`src/rtl/serial_addsub_ctrl_if.sv`:
```
// Handshake/data bundle for the bit-serial adder/subtractor.
// Master issues operands; slave returns status and result.
interface serial_addsub_ctrl_if #(
    parameter int WIDTH = 8
);
    logic             start;
    logic             sub;
    logic [WIDTH-1:0] a;
    logic [WIDTH-1:0] b;
    logic             busy;
    logic             done;
    logic [WIDTH-1:0] result;
    logic             cout;
    logic             ovf;

    modport master (
        output start, sub, a, b,
        input  busy, done, result, cout, ovf
    );

    modport slave (
        input  start, sub, a, b,
        output busy, done, result, cout, ovf
    );
endinterface

```
`src/rtl/serial_addsub_ctrl.sv`:
```
// Bit-serial add/subtract: one full-add cell, LSB first.
// IDLE -> RUN (WIDTH cycles) -> DONE (1 cycle) -> IDLE.
module serial_addsub_ctrl #(
    parameter int WIDTH = 8
) (
    input  logic                 clk,
    input  logic                 rst,
    serial_addsub_ctrl_if.slave  bus
);
    localparam int IW = (WIDTH > 2) ? $clog2(WIDTH) : 1;
    localparam logic [IW-1:0] LAST = IW'(WIDTH - 1);

    typedef enum logic [1:0] {
        IDLE,
        RUN,
        DONE
    } state_t;

    state_t           state_q, state_d;
    logic [WIDTH-1:0] a_q, a_d;
    logic [WIDTH-1:0] b_q, b_d;
    logic             sub_q, sub_d;
    logic [IW-1:0]    idx_q, idx_d;
    logic             carry_q, carry_d;
    logic [WIDTH-1:0] result_q, result_d;
    logic             cout_q, cout_d;
    logic             ovf_q, ovf_d;

    logic             bit_a;
    logic             bit_b;
    logic             sum_bit;
    logic             carry_nx;

    // State and datapath registers; reset discards any partial operation
    always_ff @(posedge clk or posedge rst) begin
        if (rst) begin
            state_q  <= IDLE;
            a_q      <= '0;
            b_q      <= '0;
            sub_q    <= 1'b0;
            idx_q    <= '0;
            carry_q  <= 1'b0;
            result_q <= '0;
            cout_q   <= 1'b0;
            ovf_q    <= 1'b0;
        end else begin
            state_q  <= state_d;
            a_q      <= a_d;
            b_q      <= b_d;
            sub_q    <= sub_d;
            idx_q    <= idx_d;
            carry_q  <= carry_d;
            result_q <= result_d;
            cout_q   <= cout_d;
            ovf_q    <= ovf_d;
        end
    end

    // Full-add cell for the current bit plus next-state sequencing
    always_comb begin
        state_d  = state_q;
        a_d      = a_q;
        b_d      = b_q;
        sub_d    = sub_q;
        idx_d    = idx_q;
        carry_d  = carry_q;
        result_d = result_q;
        cout_d   = cout_q;
        ovf_d    = ovf_q;

        bit_a    = a_q[idx_q];
        bit_b    = b_q[idx_q] ^ sub_q;
        sum_bit  = bit_a ^ bit_b ^ carry_q;
        carry_nx = (bit_a & bit_b) | (bit_a & carry_q) | (bit_b & carry_q);

        unique case (state_q)
            IDLE: begin
                if (bus.start) begin
                    a_d      = bus.a;
                    b_d      = bus.b;
                    sub_d    = bus.sub;
                    idx_d    = '0;
                    carry_d  = bus.sub;
                    result_d = '0;
                    state_d  = RUN;
                end
            end
            RUN: begin
                result_d[idx_q] = sum_bit;
                carry_d         = carry_nx;
                idx_d           = idx_q + IW'(1);
                if (idx_q == LAST) begin
                    cout_d  = carry_nx;
                    ovf_d   = carry_q ^ carry_nx;
                    idx_d   = '0;
                    state_d = DONE;
                end
            end
            DONE: begin
                state_d = IDLE;
            end
            default: begin
                state_d = IDLE;
            end
        endcase
    end

    assign bus.busy   = (state_q == RUN);
    assign bus.done   = (state_q == DONE);
    assign bus.result = result_q;
    assign bus.cout   = cout_q;
    assign bus.ovf    = ovf_q;
endmodule
```
`src/flat_wrapper.sv`:
```
// flat-port wrapper written by rule: the top's interface ports become plain ports
module serial_addsub_ctrl_flat 
#(
    parameter int WIDTH = 8
)
  (clk, rst, bus_start, bus_sub, bus_a, bus_b, bus_busy, bus_done, bus_result, bus_cout, bus_ovf);
  serial_addsub_ctrl_if #(.WIDTH(WIDTH)) bus_i ();
  input  logic clk;
  input  logic rst;
  input wire logic [$bits(bus_i.start)-1:0] bus_start;
  input wire logic [$bits(bus_i.sub)-1:0] bus_sub;
  input wire logic [$bits(bus_i.a)-1:0] bus_a;
  input wire logic [$bits(bus_i.b)-1:0] bus_b;
  output wire logic [$bits(bus_i.busy)-1:0] bus_busy;
  output wire logic [$bits(bus_i.done)-1:0] bus_done;
  output wire logic [$bits(bus_i.result)-1:0] bus_result;
  output wire logic [$bits(bus_i.cout)-1:0] bus_cout;
  output wire logic [$bits(bus_i.ovf)-1:0] bus_ovf;
  assign bus_i.start = bus_start;
  assign bus_i.sub = bus_sub;
  assign bus_i.a = bus_a;
  assign bus_i.b = bus_b;
  assign bus_busy = bus_i.busy;
  assign bus_done = bus_i.done;
  assign bus_result = bus_i.result;
  assign bus_cout = bus_i.cout;
  assign bus_ovf = bus_i.ovf;
  serial_addsub_ctrl #(.WIDTH(WIDTH)) u_core (.clk(clk), .rst(rst), .bus(bus_i));
endmodule
```
`config.mk`:
```
export PLATFORM = sky130hd
export DESIGN_NAME = serial_addsub_ctrl_flat
export DESIGN_NICKNAME = d
export VERILOG_FILES = /design/src/rtl/serial_addsub_ctrl_if.sv /design/src/rtl/serial_addsub_ctrl.sv /design/src/flat_wrapper.sv
export SDC_FILE = /design/constraint.sdc
export NUM_CORES = 1
export LEC_CHECK = 0
export CORE_ASPECT_RATIO = 1.75
export CORE_MARGIN = 2
export CORE_UTILIZATION = 53
export CTS_BUF_LIST = sky130_fd_sc_hd__clkbuf_4 sky130_fd_sc_hd__clkbuf_8
export DETAILED_ROUTE_END_ITERATION = 8
export HOLD_SLACK_MARGIN = 0.03
export PLACE_DENSITY = 0.86
export SLEW_MARGIN = 30
export SYNTH_ARGS = -nofsm -noshare
export SYNTH_HDL_FRONTEND = slang
export SYNTH_SLANG_ARGS = --single-unit
```
`constraint.sdc`:
```
create_clock -name clk -period 3 [get_ports clk]
set_input_delay 0.9 -clock clk [delete_from_list [all_inputs] [get_ports clk]]
set_output_delay 0.9 -clock clk [all_outputs]
set_load 0.01 [all_outputs]
```
# ---- Yosys cells after proc, flatten, opt, wreduce, memory -nomap -nowiden
# Cells that the tools add are included.
# W data, S select, Z words.
dict set report classes {
  n_addsub 1
  muxes 17
  n_lt_le_gt_ge 2
  bitwise 9
  eq_ne 5
  reduce_logical 7
}
# op n
set ops {}
lappend ops {{$pmux W8 S2} 1}
lappend ops {{$bwmux W8} 1}
lappend ops {{$mux W8} 1}
lappend ops {{$reduce_and A2 Y1} 4}
lappend ops {{$bmux W1 S3} 2}
lappend ops {{$mux W3} 2}
lappend ops {{$pmux W3 S2} 1}
lappend ops {{$lt A3 B4 Y1 const B} 1}
lappend ops {{$mux W1} 4}
lappend ops {{$mux W2} 2}
lappend ops {{$pmux W2 S2} 1}
lappend ops {{$xor A1 B1 Y1} 4}
lappend ops {{$add A3 B1 Y3 const B} 1}
lappend ops {{$and A1 B1 Y1} 3}
lappend ops {{$demux W1 S3} 1}
lappend ops {{$eq A3 B3 Y1 const B} 1}
lappend ops {{$ge A3 B1 Y1 const B} 1}
lappend ops {{$eq A2 B1 Y1 const B} 1}
lappend ops {{$eq A2 B2 Y1 const B} 1}
lappend ops {{$logic_not A2 Y1} 1}
lappend ops {{$ne A2 B1 Y1 const B} 1}
lappend ops {{$ne A2 B2 Y1 const B} 1}
lappend ops {{$or A1 B1 Y1} 2}
lappend ops {{$pmux W1 S2} 1}
lappend ops {{2 further kinds} 2}
dict set report totals {
  ff_bits 33
  in_bits 20
}

# ---- Logic depth before layout (Yosys ltp)
dict set report logic_depth {
  depth_word 7
  ltp_mapped 10
}

# ---- Worst setup path after synthesis
# OpenSTA, ideal clock, no wires.
dict set report synth_path {
  kind {flip-flop to flip-flop}
  start {register u_core.idx_q[0]}
  end {register u_core.result_q[6], in the netlist u_core.bus.result[6]}
  arrival_ns 1.957
  path_stages_with_launch 9
  path_buffers 1
  required_ns 2.878
  setup_slack_ns 0.921
  path_cell_list {dfrtp_1 -> buf_6 -> mux2_2 -> o211ai_1 -> xnor2_1 -> fa_1 -> nand2_1 -> nor2_1 -> a32o_1}
}
dict set report synth_via {
  elab_chain_cells 7
  elab_cells_between_ends 14
  classes_between {order compare: 2; mux: 8; bitwise: 3; reduce/logical: 1}
}
# element line
set synth_lines {}
lappend synth_lines {{from (decl)} serial_addsub_ctrl.sv:23} ;# logic [IW-1:0] idx_q, idx_d;
lappend synth_lines {{from (signal assigned)} serial_addsub_ctrl.sv:51} ;# idx_q <= idx_d;
lappend synth_lines {{$bmux W1 S3} serial_addsub_ctrl.sv:72} ;# bit_b = b_q[idx_q] ^ sub_q;
lappend synth_lines {{$mux W1 (not written as such)} serial_addsub_ctrl.sv:72}
lappend synth_lines {{$xor A1 B1 Y1} serial_addsub_ctrl.sv:72}
lappend synth_lines {{$xor A1 B1 Y1 (2 in a row)} serial_addsub_ctrl.sv:73} ;# sum_bit = bit_a ^ bit_b ^ carry_q;
lappend synth_lines {{$bwmux W8 *} serial_addsub_ctrl.sv:89} ;# result_d[idx_q] = sum_bit;
lappend synth_lines {{$pmux W8 S2 *} serial_addsub_ctrl.sv:76} ;# unique case (state_q)
lappend synth_lines {{to (signal assigned)} serial_addsub_ctrl.sv:53} ;# result_q <= result_d;
lappend synth_lines {{to (decl)} serial_addsub_ctrl.sv:25} ;# logic [WIDTH-1:0] result_q, result_d;
# Mark *: on every way between the ends. The rest lies on a longest branch, timed or not. The select of a mux whose other input is x is not followed.
# A chain may end at the register's enable or synchronous reset.

# ---- Final worst setup path
dict set report layout_path {
  start {register u_core.idx_q[2]}
  end {register u_core.result_q[6], in the netlist u_core.bus.result[6]}
}
# The elaborated chain is that of the path after synthesis.

==> reports/results.ini <==
[status]
outcome=finished clean

[critical_path]
rr_endpoint=u_core.bus.result[6]$_DFFE_PP0P_
worstRegToRegCells=8
r2r-start=u_core.idx_q[2]$_DFFE_PP0P_
worst-setup-path-type=flop to flop
cp_max_fo=18
cp.arrival_ns=2.77
end_kind=flop
crit_required_ns=3.23
start_kind=flop
timing.reg2reg.setup_slack_ns=0.46

[floorplanning]
initial_core_util=0.560
die-area_mm2=0.00357
die_x_um=46.0
chipHeight_um=77.6
fp.coreArea_mm2=0.00293
pin_count=32
rows=26

[hold_path]
hold_path.class=flop to flop
hold-path-cell-count=2
hp-start=u_core.bus.ovf$_DFFE_PP0P_
hold_end=u_core.bus.ovf$_DFFE_PP0P_

[cts]
clk_latency_ns=0.29
cts-buffers-inserted=5
cts.sinks=33
cts_tree=done
cts-root-buf=clkbuf_8
hold_buffers=0
htree_levels=2
cts.path.max_buffers=2
cts.clk_slew.worst_paths_ns=0.07
cts_resized=0
cts_setup_buffers=0

[final_layout]
layout_commonest_cell=dfrtp_1
drive_above_1_share=0.198
fin_nets=194
final_cell_mix=33 x dfrtp_1, 31 x clkdlybuf4s50_1, 16 x o21ai_0, 12 x nand2_1, 10 x mux2_2
n_antenna_cell=0
fillers=212
seq_area_um2=826
multi_input_area_um2=731
syn_to_final_growth_pct=24.0

[yosys]
avgSynthCellArea_um2=12.0
synthesis.nets=160
synthArstFlopShare=1.00
ys_types=33
synth-seq-cells=33
syn_inst=137
synth_top_area_share=0.504
synth_top_area_cell=dfrtp_1
ys_warn_count=0
ys_seq_area_frac=0.504
synthTopCellsByArea=dfrtp_1 50%, mux2_4 8.2%, mux2_2 6.9%, o21ai_0 4.9%, mux2i_1 3.1%
synthFlopType=dfrtp_1
synth_edf_count=0
syn_area_mm2=0.00164

[detailed_routing]
wire_per_inst_um=16.4
routed_wl_um=3280
dr.pass1.iters=4
num_vias=1178
viasPerCell=5.89
drc=0
ant_nets=0
drt-initial-drc-count=29

[pwr]
clkPwrFrac=0.153
vdd.ir_drop.worst_v=0.000724
combPwrFrac=0.477
finalPower_mw=2.27
p_leak_nw=0.889
netSwitchingPower_uw=839
seqPwrFrac=0.371
internal_power_mw=1.43
swShare=0.370
power_density_mw_per_mm2=1120

[placement]
gp_congestion=0.834
io_buffers=31
dp_hpwl_um=2340

[global_route]
grt_max_degree=34
grt_first_pass_wirelength_um=5450
antenna_found_initial=0
track_usage=0.211
grt_pass1_vias=1240
grt_overflow=0

[sta]
skew_ns=0.00911
tns_ns=0
worst-slew-pin-transition_ns=0.761
hold_viol_final=0
slew_violations=0
slew_headroom=0.488
timing.final.crit_share=0.845
fmax_mhz=394
setup-violations-final=0
post-route-min-period_ns=2.54
grt_setup_unrepaired=false

[flow_run]
cap_violations=0

-- how the worst max path moves through the flow --
stage | start | to | slack (ns) | cells past startpoint
2_1_floorplan | u_core.idx_q[0]$_DFFE_PP0P_ | u_core.bus.result[6]$_DFFE_PP0P_ | 0.92 | 8
6_report | u_core.idx_q[2]$_DFFE_PP0P_ | u_core.bus.result[6]$_DFFE_PP0P_ | 0.46 | 8
3_5_place_dp | u_core.idx_q[2]$_DFFE_PP0P_ | u_core.bus.result[6]$_DFFE_PP0P_ | 0.51 | 8
3_3_place_gp | u_core.idx_q[2]$_DFFE_PP0P_ | u_core.bus.result[6]$_DFFE_PP0P_ | 0.56 | 8
5_1_grt | u_core.idx_q[2]$_DFFE_PP0P_ | u_core.bus.result[6]$_DFFE_PP0P_ | 0.30 | 8
4_1_cts | u_core.idx_q[2]$_DFFE_PP0P_ | u_core.bus.result[6]$_DFFE_PP0P_ | 0.48 | 8
-- area by class of cell --
type / instances / area share
flip-flops and latches: 33 / 0.406
inverters: 4 / 0.00862
clock buffers: 8 / 0.0449
multi-input cells: 93 / 0.359
well taps: 28 / 0.0172
repair buffers: 34 / 0.164
-- cells by family (layout without fill, tap and decap cells) --
logic type / count (synthesis) / after routing / synth area share
and+or+nand+nor: 30 / 30 / 0.0939
DFF: 33 / 33 / 0.504
xor gates and xnor gates: 2 / 2 / 0.0107
buffers and inverters: 11 / 46 / 0.0504
adders and majority gates: 3 / 3 / 0.0275
AOI/OAI and AO/OA: 33 / 33 / 0.125
muxes: 25 / 25 / 0.189
-- layer usage --
layer	vias to the layer above	wire length, µm	GRT usage
met5	-	0	0
met4	0	79	0.106
met3	9	139	0.0628
met2	34	1760	0.347
met1	586	1300	0.233
li1	549	-	-
-- per-stage QoR --
step / utilization / setup slack [ns] / hold slack [ns] / instance area [µm²] / std cells
after floorplan: - / 0.921 / 0.475 / 1640 / 137
after global placement: 0.663 / 0.563 / 0.465 / 1940 / 192
after detailed placement: 0.663 / 0.512 / 0.491 / 1940 / 192
after CTS: 0.694 / 0.484 / 0.505 / 2030 / 200
after global routing: 0.694 / 0.302 / 0.527 / 2030 / 200
final: 0.694 / 0.465 / 0.496 / 2030 / 200
-- Yosys cell counts (2+ instances only) --
master     n
mux2_2    10
o21ai_0   16
o211ai_1   2
a22oi_1    2
nor2_1     6
buf_6      2
buf_2      3
inv_1      3
nor2b_1    3
a21oi_1    3
a31oi_1    2
nand3_1    2
nand2_1   12
nand2b_1   2
dfrtp_1   33
mux2_4     9
mux2i_1    5
a22o_1     5
ha_1       2
xnor2_1    2
-- power by group through the flow --
| stage | Clock (mW) | Sequential [mW] | Combinational, mW |
|---|---|---|---|
| 2_1_floorplan | 0 | 0.776 | 0.855 |
| 3_3_place_gp | 0 | 0.831 | 1.04 |
| 3_5_place_dp | 0 | 0.843 | 1.08 |
| 4_1_cts | 0.352 | 0.838 | 1.09 |
| 5_1_grt | 0.375 | 0.869 | 1.19 |
| 6_report | 0.346 | 0.841 | 1.08 |
-- critical path, cell delays in order, from the launching register on --
cell and delay [ns]:
dfrtp_1 0.72, nor2b_1 0.17, a22oi_1 0.23, o211ai_1 0.13
xnor2_1 0.16, fa_1 0.54, nand2_1 0.07, nor2_1 0.23
a32o_1 0.21
-- state kept, by name, summed over array words and instances (netlist names) --
signal,cells
u_core.bus.ovf,1
u_core.carry_q,1
u_core.bus.result,8
u_core.state_q,2
u_core.idx_q,3
u_core.sub_q,1
u_core.bus.cout,1
u_core.b_q,8
u_core.a_q,8
No activity file was read; power rests on OpenSTA's default activity.
